### src/rtl/passcode_lock.sv
// passcode_lock -- keypad passcode lock with buzzer feedback.
//
// A 16-bit one-hot keypad code is edge-detected and registered, then drives
// a three-state controller (ENTRY / PASS / LOCKOUT) and a tone generator.
//
// Ports:
//   clk         system clock, all logic on posedge
//   rst         synchronous, active-high reset
//   onehot      keypad code (digits 0..9, enter, clear entry, clear all)
//   binary      display nibbles, newest digit in [3:0], 4'hF = blank
//   times       number of digits entered so far
//   tries       consecutive failed attempts
//   buzzer      square-wave buzzer drive
//   unlocked    high in PASS
//   locked_out  high in LOCKOUT
//
// Optional feature: define PASSCODE_LOCK_LOCKOUT_TIMER_EN to make LOCKOUT
// exit to ENTRY by itself after LOCKOUT_CYC cycles.
module passcode_lock #(
   parameter int                  DIGITS      = 3,
   parameter logic [DIGITS*4-1:0] PASSWORD    = 12'h246,
   parameter int                  MAX_TRIES   = 6,
   parameter int                  CLICK_CYC   = 10_000_000,
   parameter int                  RESULT_CYC  = 50_000_000,
   parameter int                  CLICK_HALF  = 50_000,
   parameter int                  PASS_HALF   = 10_000,
   parameter int                  FAIL_HALF   = 25_000,
   parameter int                  LOCKOUT_CYC = 500_000_000
) (
   input  logic                           clk,
   input  logic                           rst,
   input  logic [15:0]                    onehot,
   output logic [4*DIGITS-1:0]            binary,
   output logic [$clog2(DIGITS+1)-1:0]    times,
   output logic [$clog2(MAX_TRIES+1)-1:0] tries,
   output logic                           buzzer,
   output logic                           unlocked,
   output logic                           locked_out
);

   localparam int TW  = $clog2(DIGITS+1);
   localparam int TRW = $clog2(MAX_TRIES+1);
   localparam logic [TW-1:0]  DIG_L = TW'(DIGITS);
   localparam logic [TRW-1:0] MAX_L = TRW'(MAX_TRIES);

   localparam logic [1:0] ST_ENTRY = 2'd0;
   localparam logic [1:0] ST_PASS  = 2'd1;
   localparam logic [1:0] ST_LOCK  = 2'd2;

   // Non-digit key identifiers carried in the low nibble of the decoded key.
   localparam logic [3:0] K_ENTER   = 4'd1;
   localparam logic [3:0] K_CLR_ENT = 4'd2;
   localparam logic [3:0] K_CLR_ALL = 4'd3;

   // Decoded key: [5] listed code, [4] digit, [3:0] digit value or key id.
   function automatic logic [5:0] decode(input logic [15:0] c);
      case (c)
         16'h0008: decode = {2'b11, 4'd0};
         16'h0080: decode = {2'b11, 4'd1};
         16'h0040: decode = {2'b11, 4'd2};
         16'h0020: decode = {2'b11, 4'd3};
         16'h0800: decode = {2'b11, 4'd4};
         16'h0400: decode = {2'b11, 4'd5};
         16'h0200: decode = {2'b11, 4'd6};
         16'h8000: decode = {2'b11, 4'd7};
         16'h4000: decode = {2'b11, 4'd8};
         16'h2000: decode = {2'b11, 4'd9};
         16'h0001: decode = {2'b10, K_ENTER};
         16'h1000: decode = {2'b10, K_CLR_ENT};
         16'h0100: decode = {2'b10, K_CLR_ALL};
         default:  decode = 6'd0;
      endcase
   endfunction

   // Key stage: an event is a listed code that differs from last cycle, so a
   // held key counts once and a repeated digit needs a release in between.
   logic [15:0] prev_q, prev_d;
   logic        kev_q, kev_d;
   logic [5:0]  kdec_q, kdec_d;

   always_comb begin
      prev_d = onehot;
      kdec_d = decode(onehot);
      kev_d  = kdec_d[5] && (onehot != prev_q);
   end

   // Controller
   logic [1:0]           state_q, state_d;
   logic [4*DIGITS-1:0]  binary_q, binary_d, shifted;
   logic [TW-1:0]        times_q, times_d;
   logic [TRW-1:0]       tries_q, tries_d;
   logic                 unl_q, unl_d, lo_q, lo_d;
   logic                 click_start, result_start, result_fail, tone_stop;
   logic                 is_digit;
   logic [3:0]           kval;
`ifdef PASSCODE_LOCK_LOCKOUT_TIMER_EN
   logic [31:0]          lock_cnt_q, lock_cnt_d;
`else
   logic                 unused_lockout_cyc;
   assign unused_lockout_cyc = ^LOCKOUT_CYC;
`endif

   always_comb begin
      state_d      = state_q;
      binary_d     = binary_q;
      times_d      = times_q;
      tries_d      = tries_q;
      click_start  = 1'b0;
      result_start = 1'b0;
      result_fail  = 1'b0;
      tone_stop    = 1'b0;
      is_digit     = kdec_q[4];
      kval         = kdec_q[3:0];
      shifted      = binary_q << 4;
      shifted[3:0] = kval;
`ifdef PASSCODE_LOCK_LOCKOUT_TIMER_EN
      // Evaluated before key handling so that clear all still wins.
      lock_cnt_d = 32'd0;
      if (state_q == ST_LOCK) begin
         if (lock_cnt_q == 32'(LOCKOUT_CYC - 1)) begin
            state_d  = ST_ENTRY;
            tries_d  = '0;
            times_d  = '0;
            binary_d = {DIGITS{4'hF}};
         end else begin
            lock_cnt_d = lock_cnt_q + 32'd1;
         end
      end
`endif
      if (kev_q) begin
         if (!is_digit && kval == K_CLR_ALL) begin
            state_d   = ST_ENTRY;
            binary_d  = {DIGITS{4'hF}};
            times_d   = '0;
            tries_d   = '0;
            tone_stop = 1'b1;
         end else if (!is_digit && kval == K_CLR_ENT) begin
            if (state_q != ST_LOCK) begin
               state_d  = ST_ENTRY;
               binary_d = {DIGITS{4'hF}};
               times_d  = '0;
            end
         end else if (state_q == ST_ENTRY) begin
            if (is_digit) begin
               if (times_q != DIG_L) begin
                  binary_d    = shifted;
                  times_d     = times_q + TW'(1);
                  click_start = 1'b1;
               end
            end else if (kval == K_ENTER && times_q == DIG_L) begin
               times_d      = '0;
               result_start = 1'b1;
               if (binary_q == PASSWORD) begin
                  state_d  = ST_PASS;
                  binary_d = {DIGITS{4'hE}};
                  tries_d  = '0;
               end else begin
                  result_fail = 1'b1;
                  binary_d    = {DIGITS{4'hF}};
                  tries_d     = tries_q + TRW'(1);
                  if (tries_d == MAX_L) begin
                     state_d  = ST_LOCK;
                     binary_d = {DIGITS{4'h0}};
                  end
               end
            end
         end
      end
      unl_d = (state_d == ST_PASS);
      lo_d  = (state_d == ST_LOCK);
   end

   // Tone generator: dur counts the tone length, half counts the current
   // half-period; a result tone blocks clicks until it expires.
   logic        tone_on_q, tone_on_d, tone_res_q, tone_res_d, buzz_q, buzz_d;
   logic [31:0] dur_q, dur_d, half_q, half_d, hp_q, hp_d;

   always_comb begin
      tone_on_d  = tone_on_q;
      tone_res_d = tone_res_q;
      buzz_d     = buzz_q;
      dur_d      = dur_q;
      half_d     = half_q;
      hp_d       = hp_q;
      if (tone_on_q) begin
         if (dur_q <= 32'd1) begin
            tone_on_d  = 1'b0;
            tone_res_d = 1'b0;
            buzz_d     = 1'b0;
         end else begin
            dur_d = dur_q - 32'd1;
            if (half_q <= 32'd1) begin
               buzz_d = ~buzz_q;
               half_d = hp_q;
            end else begin
               half_d = half_q - 32'd1;
            end
         end
      end
      if (tone_stop) begin
         tone_on_d  = 1'b0;
         tone_res_d = 1'b0;
         buzz_d     = 1'b0;
      end else if (result_start) begin
         tone_on_d  = 1'b1;
         tone_res_d = 1'b1;
         buzz_d     = 1'b1;
         dur_d      = 32'(RESULT_CYC);
         hp_d       = result_fail ? 32'(FAIL_HALF) : 32'(PASS_HALF);
         half_d     = hp_d;
      end else if (click_start && !(tone_on_q && tone_res_q)) begin
         tone_on_d  = 1'b1;
         tone_res_d = 1'b0;
         buzz_d     = 1'b1;
         dur_d      = 32'(CLICK_CYC);
         hp_d       = 32'(CLICK_HALF);
         half_d     = hp_d;
      end
   end

   always_ff @(posedge clk) begin
      if (rst) begin
         prev_q     <= '0;
         kev_q      <= 1'b0;
         kdec_q     <= '0;
         state_q    <= ST_ENTRY;
         binary_q   <= {DIGITS{4'hF}};
         times_q    <= '0;
         tries_q    <= '0;
         unl_q      <= 1'b0;
         lo_q       <= 1'b0;
         tone_on_q  <= 1'b0;
         tone_res_q <= 1'b0;
         buzz_q     <= 1'b0;
         dur_q      <= '0;
         half_q     <= '0;
         hp_q       <= '0;
`ifdef PASSCODE_LOCK_LOCKOUT_TIMER_EN
         lock_cnt_q <= '0;
`endif
      end else begin
         prev_q     <= prev_d;
         kev_q      <= kev_d;
         kdec_q     <= kdec_d;
         state_q    <= state_d;
         binary_q   <= binary_d;
         times_q    <= times_d;
         tries_q    <= tries_d;
         unl_q      <= unl_d;
         lo_q       <= lo_d;
         tone_on_q  <= tone_on_d;
         tone_res_q <= tone_res_d;
         buzz_q     <= buzz_d;
         dur_q      <= dur_d;
         half_q     <= half_d;
         hp_q       <= hp_d;
`ifdef PASSCODE_LOCK_LOCKOUT_TIMER_EN
         lock_cnt_q <= lock_cnt_d;
`endif
      end
   end

   assign binary     = binary_q;
   assign times      = times_q;
   assign tries      = tries_q;
   assign buzzer     = buzz_q;
   assign unlocked   = unl_q;
   assign locked_out = lo_q;

endmodule

### config.mk
export PLATFORM = sky130hd
export DESIGN_NAME = passcode_lock
export DESIGN_NICKNAME = d
export VERILOG_FILES = /design/src/rtl/passcode_lock.sv
export SDC_FILE = /design/constraint.sdc
export NUM_CORES = 1
export LEC_CHECK = 0
export CORE_MARGIN = 10
export CORE_UTILIZATION = 62
export DETAILED_ROUTE_END_ITERATION = 8
export DONT_BUFFER_PORTS = 1
export GPL_ROUTABILITY_DRIVEN = 0
export GPL_TIMING_DRIVEN = 0
export PLACE_DENSITY = 0.86
export SLEW_MARGIN = 20
export SYNTH_ARGS = -nofsm -noshare
export SYNTH_HDL_FRONTEND = slang
export SYNTH_SLANG_ARGS = --single-unit
### constraint.sdc
create_clock -name clk -period 3.4 [get_ports clk]
set_input_delay 0.68 -clock clk [delete_from_list [all_inputs] [get_ports clk]]
set_output_delay 0.68 -clock clk [all_outputs]
set_load 0.005 [all_outputs]
Yosys cells after proc, flatten, opt, wreduce, memory -nomap -nowiden
Cells that the tools add are included.
- bits in registers: 142
- bits of input ports: 18
- logic and storage cells: 154
- add/sub/neg operators: 4
- magnitude comparators: 2
- eq/ne operators: 28
- multiplexer cells: 80
- bitwise gates (word level): 2
- reductions and logical operators: 23
- operator list (operator ; number):
    32-bit two-way mux ; 13
    12-bit two-way mux ; 9
    6-bit one-hot mux with 13 select lines ; 1
    32-bit by 1-bit less-or-equal comparator with 1-bit output (second input constant) ; 2
    32-bit by 1-bit subtractor with 32-bit output (second input constant) ; 2
    1-bit two-way mux ; 34
    2-bit two-way mux ; 16
    3-bit two-way mux ; 6
    16-bit by 1-bit == test with 1-bit output (second input constant) ; 1
    16-bit by 10-bit == test with 1-bit output (second input constant) ; 1
    16-bit by 11-bit == test with 1-bit output (second input constant) ; 1
    16-bit by 12-bit == test with 1-bit output (second input constant) ; 1
    16-bit by 13-bit == test with 1-bit output (second input constant) ; 1
    16-bit by 14-bit == test with 1-bit output (second input constant) ; 1
    16-bit by 15-bit == test with 1-bit output (second input constant) ; 1
    16-bit == test (second input constant) ; 1
    16-bit by 4-bit == test with 1-bit output (second input constant) ; 1
    16-bit by 6-bit == test with 1-bit output (second input constant) ; 1
    16-bit by 7-bit == test with 1-bit output (second input constant) ; 1
    16-bit by 8-bit == test with 1-bit output (second input constant) ; 1
    16-bit by 9-bit == test with 1-bit output (second input constant) ; 1
    16-bit != test ; 1
    15-bit two-way mux ; 1
    12-bit by 10-bit == test with 1-bit output (second input constant) ; 1
    other kinds (21) ; 40

Longest topological paths before layout
Gate-level depths: netlist (run 1).
- word-level depth: 11
- mapped depth: 10
- mapped depth without buffers: 8

Worst setup path before layout (run 1)
Ideal clock, no wire load.
- kind: flip-flop to flip-flop
- start point: reg dur_q[0]
- end point: reg half_q[9]
- library setup time: 115 ps
- arrival: 2291 ps
- required time: 3285 ps
- path slack: 995 ps
- stages on the path, launching flop included: 11
- path buffers: 2
- period minus slack after synthesis: 2405 ps
- cells stage by stage: dfxtp_1 inv_1 ha_1 nor2_1 or4_1 or4_1 buf_2 buf_2 o211ai_1 a22oi_1 o21a_1
- longest elaborated chain between the ends: 6
- RTL lines (element ; line ; text):
    start, declared ; 176 ; logic [31:0] dur_q, dur_d, half_q, half_d, hp_q, hp_d;
    start signal, assigned ; 254 ; dur_q <= dur_d;
    32-bit by 1-bit less-or-equal comparator with 1-bit output * ; 186 ; if (dur_q <= 32'd1) begin
    32-bit two-way mux * ; 186 ;
    32-bit two-way mux * ; 185 ; if (tone_on_q) begin
    32-bit two-way mux ; 211 ; end else if (click_start && !(tone_on_q && tone_res_q)) begin
    32-bit two-way mux ; 204 ; end else if (result_start) begin
    32-bit two-way mux * ; 200 ; if (tone_stop) begin
    end signal, assigned ; 255 ; half_q <= half_d;
    end, declared ; 176 ;
Every way passes the cells marked *; elsewhere a longest branch is shown, timed or not.
A chain may end at the register's enable or synchronous reset.

Worst setup path after layout (run 1)
- start point: reg dur_q[7]
- end point: reg dur_q[10]
- longest elaborated chain between the ends: 6
- RTL lines (element ; line):
    32-bit by 1-bit subtractor with 32-bit output or 32-bit by 1-bit less-or-equal comparator with 1-bit output (tied branches) ; 191, 186
    32-bit two-way mux * ; 186
    32-bit two-way mux * ; 185
    32-bit two-way mux ; 211
    32-bit two-way mux ; 204
    32-bit two-way mux * ; 200
Marked as above.

==> reports/results.tsv, run 1 <==
stage	metric	value	unit
outcome	outcome	finished clean	
sta	slew_headroom	0.264	
die	die_y	117	µm
setup_path	startpoint_type	flip-flop	
cts	clockBufferDepth	2	
layout	nets	743	
setup_path	endpoint_kind	flip-flop	
sta	fin_tns_setup	0	ps
cts	clk_latency	530	ps
setup_path	slowest_delay	620	ps
placement	port_buffers	0	
layout	multi_input_comb_area	0.00331	mm²
layout	seq_area	0.00234	mm²
power_and_ir_drop	p_per_area	490	mW/mm²
hold_path	min_path_type	in -> reg	
cts	holdBufCountCts	0	
cts	cts_tree	built	
synth	ys_seq_elements	117	
synth	yosysSeqAreaShare	0.399	
layout	num_antenna_cells	0	
drt	drc	0	
placement	placed_cells	828	
cts	cts_resized	0	
sta	rsz0062_at_grt	no	
synth	yosys_warnings	0	
sta	hold_violations	0	
setup_path	critical_path_class	reg -> reg	
drt	via_per_inst	6.31	
die	boundaryPins	38	
power_and_ir_drop	irDropWorstVdd	317	µV
placement	post-place-ws	608	ps
global_routing	overflow	0	
flow_run	max_cap_violations	0	
synth	synthArstFlopShare	0	
die	dieWidth	117	µm
global_routing	antenna_found_initial	0	
cts	clk_pin_slew	60	ps
cts	h-tree-depth	4	
setup_path	arrival	3410	ps
drt	dr.first_iter.drc_count	585	
drt	routed_wirelength	15200	µm
global_routing	met3_usage	0.0622	
synth	syn_area	0.00586	mm²
global_routing	grt_max_degree	17	
sta	max_clock_freq	0.331	GHz
sta	period_needed	3020	ps
setup_path	required	3790	ps
cts	root_buffer	clkbuf_8	
global_routing	grt_util_met1	0.261	
layout	fillers	684	
synth	synth-edff-count	0	
synth	syn_nets	724	
sta	fin_skew	6.18	ps
global_routing	grt_pass1_wl	25300	µm
layout	instances_no_fill	860	
sta	setup_ws	382	ps
synth	synth_cell_types	69	
global_routing	grt.total_usage	0.229	
layout	drive_gt1_frac	0.0821	
power_and_ir_drop	p_leak	2.41	nW
die	start_util	0.635	
setup_path	crit_fanout	10	
sta	slew_violations	0	
die	dieArea	0.0137	mm²
cts	cts_setup_buffers	0	
die	core	0.00924	mm²
synth	synth_flop_cell	dfxtp_1	
placement	hpwl	10200	µm
cts	numCtsBuffers	17	
sta	setup_viol	0	
global_routing	busiest_layer	met2	
layout	area_delta_synth_final	12.5	%
die	num_rows	35	
setup_path	crit_path_cell_trace	nor4_1 > nand3_1 > or4_1 > buf_2 > buf_2 > nand3_1 > xor2_1 > a21oi_1	
sta	tightest_slew	1100	ps
drt	drtAntennaViolNets	0	
drt	dr.pass1.iters	8	
sta	period_share	0.888	
synth	syn_avg_cell_area	8.39	µm²
global_routing	grt_pass1_vias	5262	
setup_path	cpMaxStageDelayCell	nor4_1	
synth	syn_inst	699	
global_routing	use_met2	0.392	
layout	final_util	0.714	
drt	num_vias	5427	
cts	cts.sinks	117	
drt	post_drt_wl_per_cell	17.6	µm
## routing by layer
layer | vias to the layer above | routed length, µm
met1 | 2557 | 6160
met2 | 247 | 7430
li1 | 2574 | -
met3 | 49 | 1240
met5 | - | 0
met4 | 0 | 340
## stage by stage
step | hold slack [ps] | cell area (µm²) | power (mW)
4_1_cts | 279 | 6600 | 3.23
2_1_floorplan | 426 | 5860 | 1.50
5_1_grt | 280 | 6600 | 3.31
6_report | 277 | 6600 | 3.23
3_3_place_gp | 439 | 6030 | 1.52
3_5_place_dp | 451 | 6030 | 1.52
## worst max-delay path: cells and delay by family (launching register included)
| family | cells | cell delay [ps] |
|---|---|---|
| AOI/OAI and AO/OA | 1 | 100 |
| xor gates and xnor gates | 1 | 270 |
| buffers and inverters | 2 | 430 |
| DFF | 1 | 330 |
| and+or+nand+nor | 4 | 1750 |
## cells in the final DEF, fill, tap and decap left out, types with 5 or more instances in the layout
cell type and instances:
a211o_1 12, or4_1 10, nand4_1 18, o21ai_0 28, buf_2 5, a21oi_1 46, or3_1 14, nor4_1 27
dfxtp_1 117, xnor2_1 34, nand3_1 18, nand2_1 54, nor2b_1 18, o211ai_1 5, inv_6 6, a31oi_1 8
clkbuf_1 28, clkbuf_16 16, inv_1 16, and2_1 7, nand2b_1 5, o21a_1 5, xor2_1 28, nor3_1 28
o21ai_1 8, ha_1 7, nor2_1 75
## worst paths after layout
check | from | end | slack (ps) | cells past startpoint
max reg2reg | dur_q[7] | dur_q[10] | 380 | 8
min reg2reg | hp_q[10] | hp_q[10] | 470 | 1
min | onehot[1] | prev_q[1] | 280 | 1
max | dur_q[7] | dur_q[10] | 380 | 8
## logic make-up after synthesis
family | count (synthesis) | share of synthesized area
fa+ha+maj | 7 | 0.0149
flops | 117 | 0.399
mux | 4 | 0.00704
buf+inv | 52 | 0.0369
xor+xnor | 62 | 0.0926
simple gates | 312 | 0.293
compound gates | 145 | 0.156
## cell type report
cell class	instances	share of cell area
Tap cell	129	0.0245
Buffer	36	0.0237
Clock inverter	14	0.0216
Clock buffer	18	0.0649
Multi-Input combinational cell	530	0.501
Inverter	16	0.00910
Sequential cell	117	0.355
## Yosys cell counts (10+ instances only)
| cell | instances | area (µm²) |
|---|---|---|
| xor2_1 | 28 | 245 |
| a211o_1 | 12 | 105 |
| dfxtp_1 | 117 | 2340 |
| nor2b_1 | 18 | 113 |
| nor3_1 | 28 | 140 |
| o21ai_0 | 28 | 140 |
| nand2_1 | 54 | 203 |
| nor4_1 | 27 | 169 |
| or3_1 | 14 | 87.6 |
| inv_1 | 16 | 60.1 |
| nand3_1 | 18 | 90.1 |
| clkbuf_1 | 28 | 105 |
| nand4_1 | 18 | 113 |
| xnor2_1 | 34 | 298 |
| nor2_1 | 75 | 282 |
| or4_1 | 10 | 75.1 |
| a21oi_1 | 46 | 230 |
## power breakdown
part,leakage [nW],internal [mW],switching (mW)
Sequential,0.947,1.38,0.00658
Combinational,1.19,0.0390,0.0646
Clock,0.277,1.01,0.727
Total,2.41,2.43,0.798
## sequential cells by signal, summed over array words and instances (netlist names), 2 cells and up
signal and count:
kdec_q 5, times 2, binary 12, dur_q 32, tries 3, hp_q 7
half_q 32, prev_q 16, state_q 2
Power figures use the tool's default switching activity.
==> inputs of run 2 (changes only) <==
--- a/config.mk
+++ b/config.mk
@@ -12,7 +12,6 @@
 export GPL_ROUTABILITY_DRIVEN = 0
 export GPL_TIMING_DRIVEN = 0
 export PLACE_DENSITY = 0.86
-export SLEW_MARGIN = 20
 export SYNTH_ARGS = -nofsm -noshare
 export SYNTH_HDL_FRONTEND = slang
 export SYNTH_SLANG_ARGS = --single-unit
==> constraint.sdc (replaced) <==
create_clock -name clk -period 3 [get_ports clk]
set_input_delay 0.6 -clock clk [delete_from_list [all_inputs] [get_ports clk]]
set_output_delay 0.6 -clock clk [all_outputs]
set_load 0.005 [all_outputs]
==> reports/results.tsv, run 2 (synthesis gave the netlist of run 1 again) <==
stage	metric	value	unit	change
drt	dr.max_layer_used	met4		
setup_path	worst-path-buf-inv	3		+1
setup_path	critical_path.endpoint	dur_q[10]		
hold_path	min_path_type	in -> reg		
setup_path	r2r-end	dur_q[10]		
setup_path	crit_path_cell_trace	inv_1 > ha_1 > nor2_1 > or4_4 > or4_1 > buf_2 > buf_2 > nand3_1 > xor2_1 > a21oi_1		
drt	dr_wl_met2	7520	µm	+1.2%
setup_path	r2r_start	dur_q[0]		
global_routing	grt_pass1_wl	25300	µm	unchanged
sta	rsz0062_at_grt	no		
layout	largestRegisters	dur_q: 32 flops, half_q: 32 flops, prev_q: 16 flops		
setup_path	reg2regPathDepth	10		+2
die	dieArea	0.0137	mm²	unchanged
global_routing	grt_max_degree	17		unchanged
power_and_ir_drop	p_leak	2.42	nW	+0.36%
cts	holdBufCountCts	0		unchanged
sta	period_share	0.938		+0.0500
power_and_ir_drop	p_per_area	553	mW/mm²	+13%
die	num_rows	35		unchanged
layout	nets	743		unchanged
placement	postPlaceCellArea	0.00603	mm²	unchanged
layout	drive_gt1_frac	0.0876		+0.00547
cts	h-tree-depth	4		unchanged
cts	cts_tree	built		
sta	fin_tns_setup	0	ps	unchanged
layout	num_antenna_cells	0		unchanged
global_routing	antenna_found_initial	0		unchanged
setup_path	cp_common_cell	buf_2		
setup_path	arrival	3210	ps	-200 ps
layout	fillers	680		-0.58%
setup_path	endpoint_kind	flip-flop		
sta	hold_violations	0		unchanged
sta	setup_viol	0		unchanged
setup_path	crit_family	simple AND/OR/NAND/NOR gates		
drt	dr.pass1.iters	8		unchanged
cts	clk_latency	530	ps	about the same
drt	dr.first_iter.drc_count	520		-11%
layout	stdcell_area	0.00663	mm²	+0.46%
flow_run	max_cap_violations	0		unchanged
cts	numCtsBuffers	17		unchanged
cts	clk_pin_slew	60	ps	about the same
setup_path	cpMaxStageDelayCell	or4_1		
sta	slew_violations	0		unchanged
drt	routed_wirelength	15300	µm	+0.63%
setup_path	crit_start	dur_q[0]		
global_routing	grt.total_usage	0.229		unchanged
drt	num_vias	5448		+0.39%
die	dieWidth	117	µm	unchanged
sta	fin_skew	8.99	ps	+2.81 ps
setup_path	slowest_delay	510	ps	-110 ps
die	die_y	117	µm	unchanged
sta	tightest_slew	849	ps	-247 ps
sta	period_needed	2810	ps	-205 ps
sta	max_clock_freq	0.355	GHz	+7.3%
setup_path	path_depth	10		+2
sta	slew_headroom	0.429		+0.165
layout	area_delta_synth_final	13.0	%	
power_and_ir_drop	irDropWorstVdd	361	µV	+14%
global_routing	grt_pass1_vias	5262		unchanged
outcome	outcome	finished clean		
drt	via_per_inst	6.33		+0.39%
setup_path	crit_fanout	10		unchanged
cts	root_buffer	clkbuf_8		
layout	layout_common_cells	dfxtp_1, nor2_1, nand2_1		
drt	post_drt_wl_per_cell	17.8	µm	+0.63%
setup_path	critical_path_class	reg -> reg		
drt	drc	0		unchanged
drt	m1WireLength	6120	µm	-0.65%
placement	port_buffers	0		unchanged
setup_path	required	3400	ps	-390 ps
drt	wl_met3	1270	µm	+2.2%
cts	cts.sinks	117		unchanged
die	boundaryPins	38		unchanged
setup_path	rrSetupSlack	190	ps	-190 ps
global_routing	overflow	0		unchanged
layout	final_common_cell	dfxtp_1		
die	start_util	0.635		unchanged
placement	hpwl	10200	µm	unchanged
drt	drtAntennaViolNets	0		unchanged
die	core	0.00924	mm²	unchanged
cts	clockBufferDepth	2		unchanged
setup_path	startpoint_type	flip-flop		
[run 2: cell types whose count changed in the layout (fill, tap and decap cells not counted)]
| cell | previous run | this run |
|---|---|---|
| nor4_1 | 27 | 25 |
| or4_4 | 3 | 4 |
| or4_1 | 10 | 9 |
| nor3_1 | 28 | 27 |
| nor4_4 | 1 | 2 |
| nor3_2 | 2 | 3 |
| nor4_2 | 2 | 3 |
[run 2: worst min path at each step]
stage               from         to  slack [ps]  cells after the start
2_1_floorplan   hp_q[10]   hp_q[10]         430                      1
3_3_place_gp    hp_q[10]   hp_q[10]         440                      1
3_5_place_dp    hp_q[10]   hp_q[10]         450                      1
4_1_cts        onehot[1]  prev_q[1]         200                      1
5_1_grt        onehot[4]  prev_q[4]         200                      1
6_report       onehot[1]  prev_q[1]         200                      1
[run 2: layer usage]
layer / global-route usage / up-vias
li1: - / 2564
met1: 0.261 / 2553
met2: 0.392 / 283
met3: 0.0622 / 48
met4: 0.0988 / 0
met5: 0 / -
[run 2: power by group]
| part | switching, mW | total [mW] | internal, mW |
|---|---|---|---|
| clock network | 0.824 | 1.97 | 1.15 |
| logic | 0.0733 | 0.118 | 0.0442 |
| registers | 0.00776 | 1.58 | 1.57 |
| total | 0.905 | 3.66 | 2.76 |
[run 2: cell type report]
type / instances / area, µm² / area share
clock buffers: 18 / 428 / 0.0646
well taps: 129 / 161 / 0.0244
inverters: 16 / 60.1 / 0.00906
clock inverters: 14 / 143 / 0.0215
flip-flops and latches: 117 / 2340 / 0.353
multi-input cells: 530 / 3340 / 0.503
plain buffers: 36 / 156 / 0.0236
[run 2: stage by stage]
step / instances / hold slack [ps] / setup WS (ps) / total power, mW / util
floorplan: 699 / 426 / 595 / 1.70 / -
global placement: 828 / 439 / 336 / 1.72 / 0.652
detailed placement: 828 / 451 / 208 / 1.72 / 0.652
CTS: 860 / 199 / 152 / 3.66 / 0.714
global route: 860 / 200 / 39.1 / 3.75 / 0.717
finish: 860 / 195 / 187 / 3.66 / 0.717
[run 2: repair_timing]
action,in CTS,in global routing
endpoints found under the setup margin,0,11
buffers inserted,0,0
gates resized for setup,0,5
==> inputs of run 3 (changes only) <==
--- a/config.mk
+++ b/config.mk
@@ -5,6 +5,7 @@
 export SDC_FILE = /design/constraint.sdc
 export NUM_CORES = 1
 export LEC_CHECK = 0
+export ABC_CLOCK_PERIOD_IN_PS = 3000
 export CORE_MARGIN = 10
 export CORE_UTILIZATION = 62
 export DETAILED_ROUTE_END_ITERATION = 8
==> results of run 3 <==
No change in the layout: final DEF, timing and power equal those of run 2.
==> variant, RTL diff (settings of run 1) <==
Change the parameter `MAX_TRIES` from 6 to 7.
--- a/src/rtl/passcode_lock.sv
+++ b/src/rtl/passcode_lock.sv
@@ -19,7 +19,7 @@
 module passcode_lock #(
    parameter int                  DIGITS      = 3,
    parameter logic [DIGITS*4-1:0] PASSWORD    = 12'h246,
-   parameter int                  MAX_TRIES   = 6,
+   parameter int                  MAX_TRIES   = 7,
    parameter int                  CLICK_CYC   = 10_000_000,
    parameter int                  RESULT_CYC  = 50_000_000,
    parameter int                  CLICK_HALF  = 50_000,
Check against the original RTL: no difference found for any inputs over 4 cycles, from zero or initial values and one cycle with rst high; that may be too few to reach the edited logic, so the function may still have changed.
==> variant against run 1 <==
Final area fell by 0.11%; final cell count down 0.12%; total power is 1.7% lower; combinational power is essentially flat; die area about the same; sequential cell count is the same; critical path type unchanged; sequential power hardly changed; highest routed layer unchanged; routed wire length decreased by 2.6%; synthesized area barely moved; worst hold slack got worse by 0.0034 ns; worst setup slack improved by 0.093 ns.
==> variant: results <==
[power_and_ir_drop]
power.internal_mw = 2.41
p_leak_nw = 2.42
peakVddDrop_mv = 0.602

[synth]
ys_seq_area_share_pct = 39.9
async_flop_share_pct = 0
syn_area_per_cell_um2 = 8.40
synth_area_leaders = "dfxtp_1 40%, xnor2_1 5.1%, nor2_1 4.8%"
synthTopCellsByCount = "117 x dfxtp_1, 75 x nor2_1, 55 x nand2_1"
ys_warn_count = 0
syn-num-nets = 723
yosys.cell_types.count = 69

[drt]
wl_met3_um = 1420
drtIter0Drc = 568
highest_layer = "met4"
met2_length_um = 6990
post_drt_wl_per_cell_um = 17.2
first_pass_iters = 7
vias = 5405
wl_met1_um = 5900

[finish]
nets = 742
biggestRegsByFlops = "dur_q x32, half_q x32, prev_q x16"
antenna_cells = 0
stdcell_count = 859
drive_gt1_share_pct = 8.08

[critical_path]
cp_max_fo = 10
max_stage_delay_ns = 0.63
cpMaxStageDelayCell = "nor4_2"
reg2regPathDepth = 6
arrival_ns = 3.35
crit_family = "simple AND/OR/NAND/NOR gates"

[global_route]
grt_pass1_wl_um = 25100
grt_use_met3_pct = 6.63
gr-usage-all-layers_pct = 22.5
antenna_found_initial = 0
grt_use_met1_pct = 25.9
grt_pass1_vias = 5316
use_met2_pct = 37.0
grt_start_max_net_pins = 17

[cts]
clkLatencyLatePin_ns = 0.53
clkTransAtPathRegs_ns = 0.07
cts_max_path_buffers = 2
numCtsBuffers = 17
root_buffer = "clkbuf_8"
cts_setup_buffers = 0
cts_resized = 0

[run_status]
status = "completed"

[timing]
max_slew_margin_pct = 35.5
finClkSkew_ns = 0.00728

[place]
place_inst = 827
port_buffers = 0
dpl.hpwl_um = 10200
place_area_um2 = 6030
pre_cts_slack_ns = 0.611

[hold_path]
hold_path_depth = 1
hp-class = "input pin to flip-flop"
[variant: changes by cell type in the layout (fill, tap and decap cells not counted), sizes merged]
cell and delta:
a21oi -1, clkinv +3, clkinvlp -1, inv -3
mux2i +1, nand2 +1, nand3b +1, nor3 -2
or3 +1, or4 -1
[variant: cell families after synthesis]
logic type	Yosys count	synth area share [%]
multiplexers	5	0.875
buffers and inverters	51	3.63
AO/OA/AOI/OAI	144	15.6
flip-flops	117	39.9
adder cells (fa/ha/maj)	7	1.49
AND/OR/NAND/NOR	312	29.3
XOR/XNOR	62	9.26
[variant: per-stage QoR]
stage,util (%),hold slack (ns)
floorplan,-,0.426
global placement,65.2,0.439
detailed placement,65.2,0.445
CTS,71.3,0.264
global route,71.3,0.269
finish,71.3,0.274
[variant: layout make-up]
class	instances	area [µm²]
plain buffers	36	156
clock inverters	14	144
flip-flops and latches	117	2340
well taps	129	161
fillers	680	2650
multi-input cells	530	3310
inverters	15	56.3
clock buffers	18	418
[variant: power groups by stage]
stage	combinational (mW)	sequential [mW]	clock (mW)
3_3_place_gp	0.0971	1.42	0
2_1_floorplan	0.0789	1.42	0
3_5_place_dp	0.101	1.42	0
6_report	0.104	1.39	1.69
5_1_grt	0.115	1.39	1.76
4_1_cts	0.103	1.39	1.70
[variant: path summary, 6_finish.rpt]
| check | start | slack, ns | to |
|---|---|---|---|
| hold reg to reg | hp_q[13]$_SDFFE_PP0P_ | 0.46 | hp_q[13]$_SDFFE_PP0P_ |
| setup reg to reg | dur_q[8]$_SDFF_PP0_ | 0.48 | half_q[6]$_SDFF_PP0_ |
| hold / removal | onehot[1] | 0.27 | prev_q[1]$_SDFF_PP0_ |
| setup / recovery | dur_q[8]$_SDFF_PP0_ | 0.48 | half_q[6]$_SDFF_PP0_ |
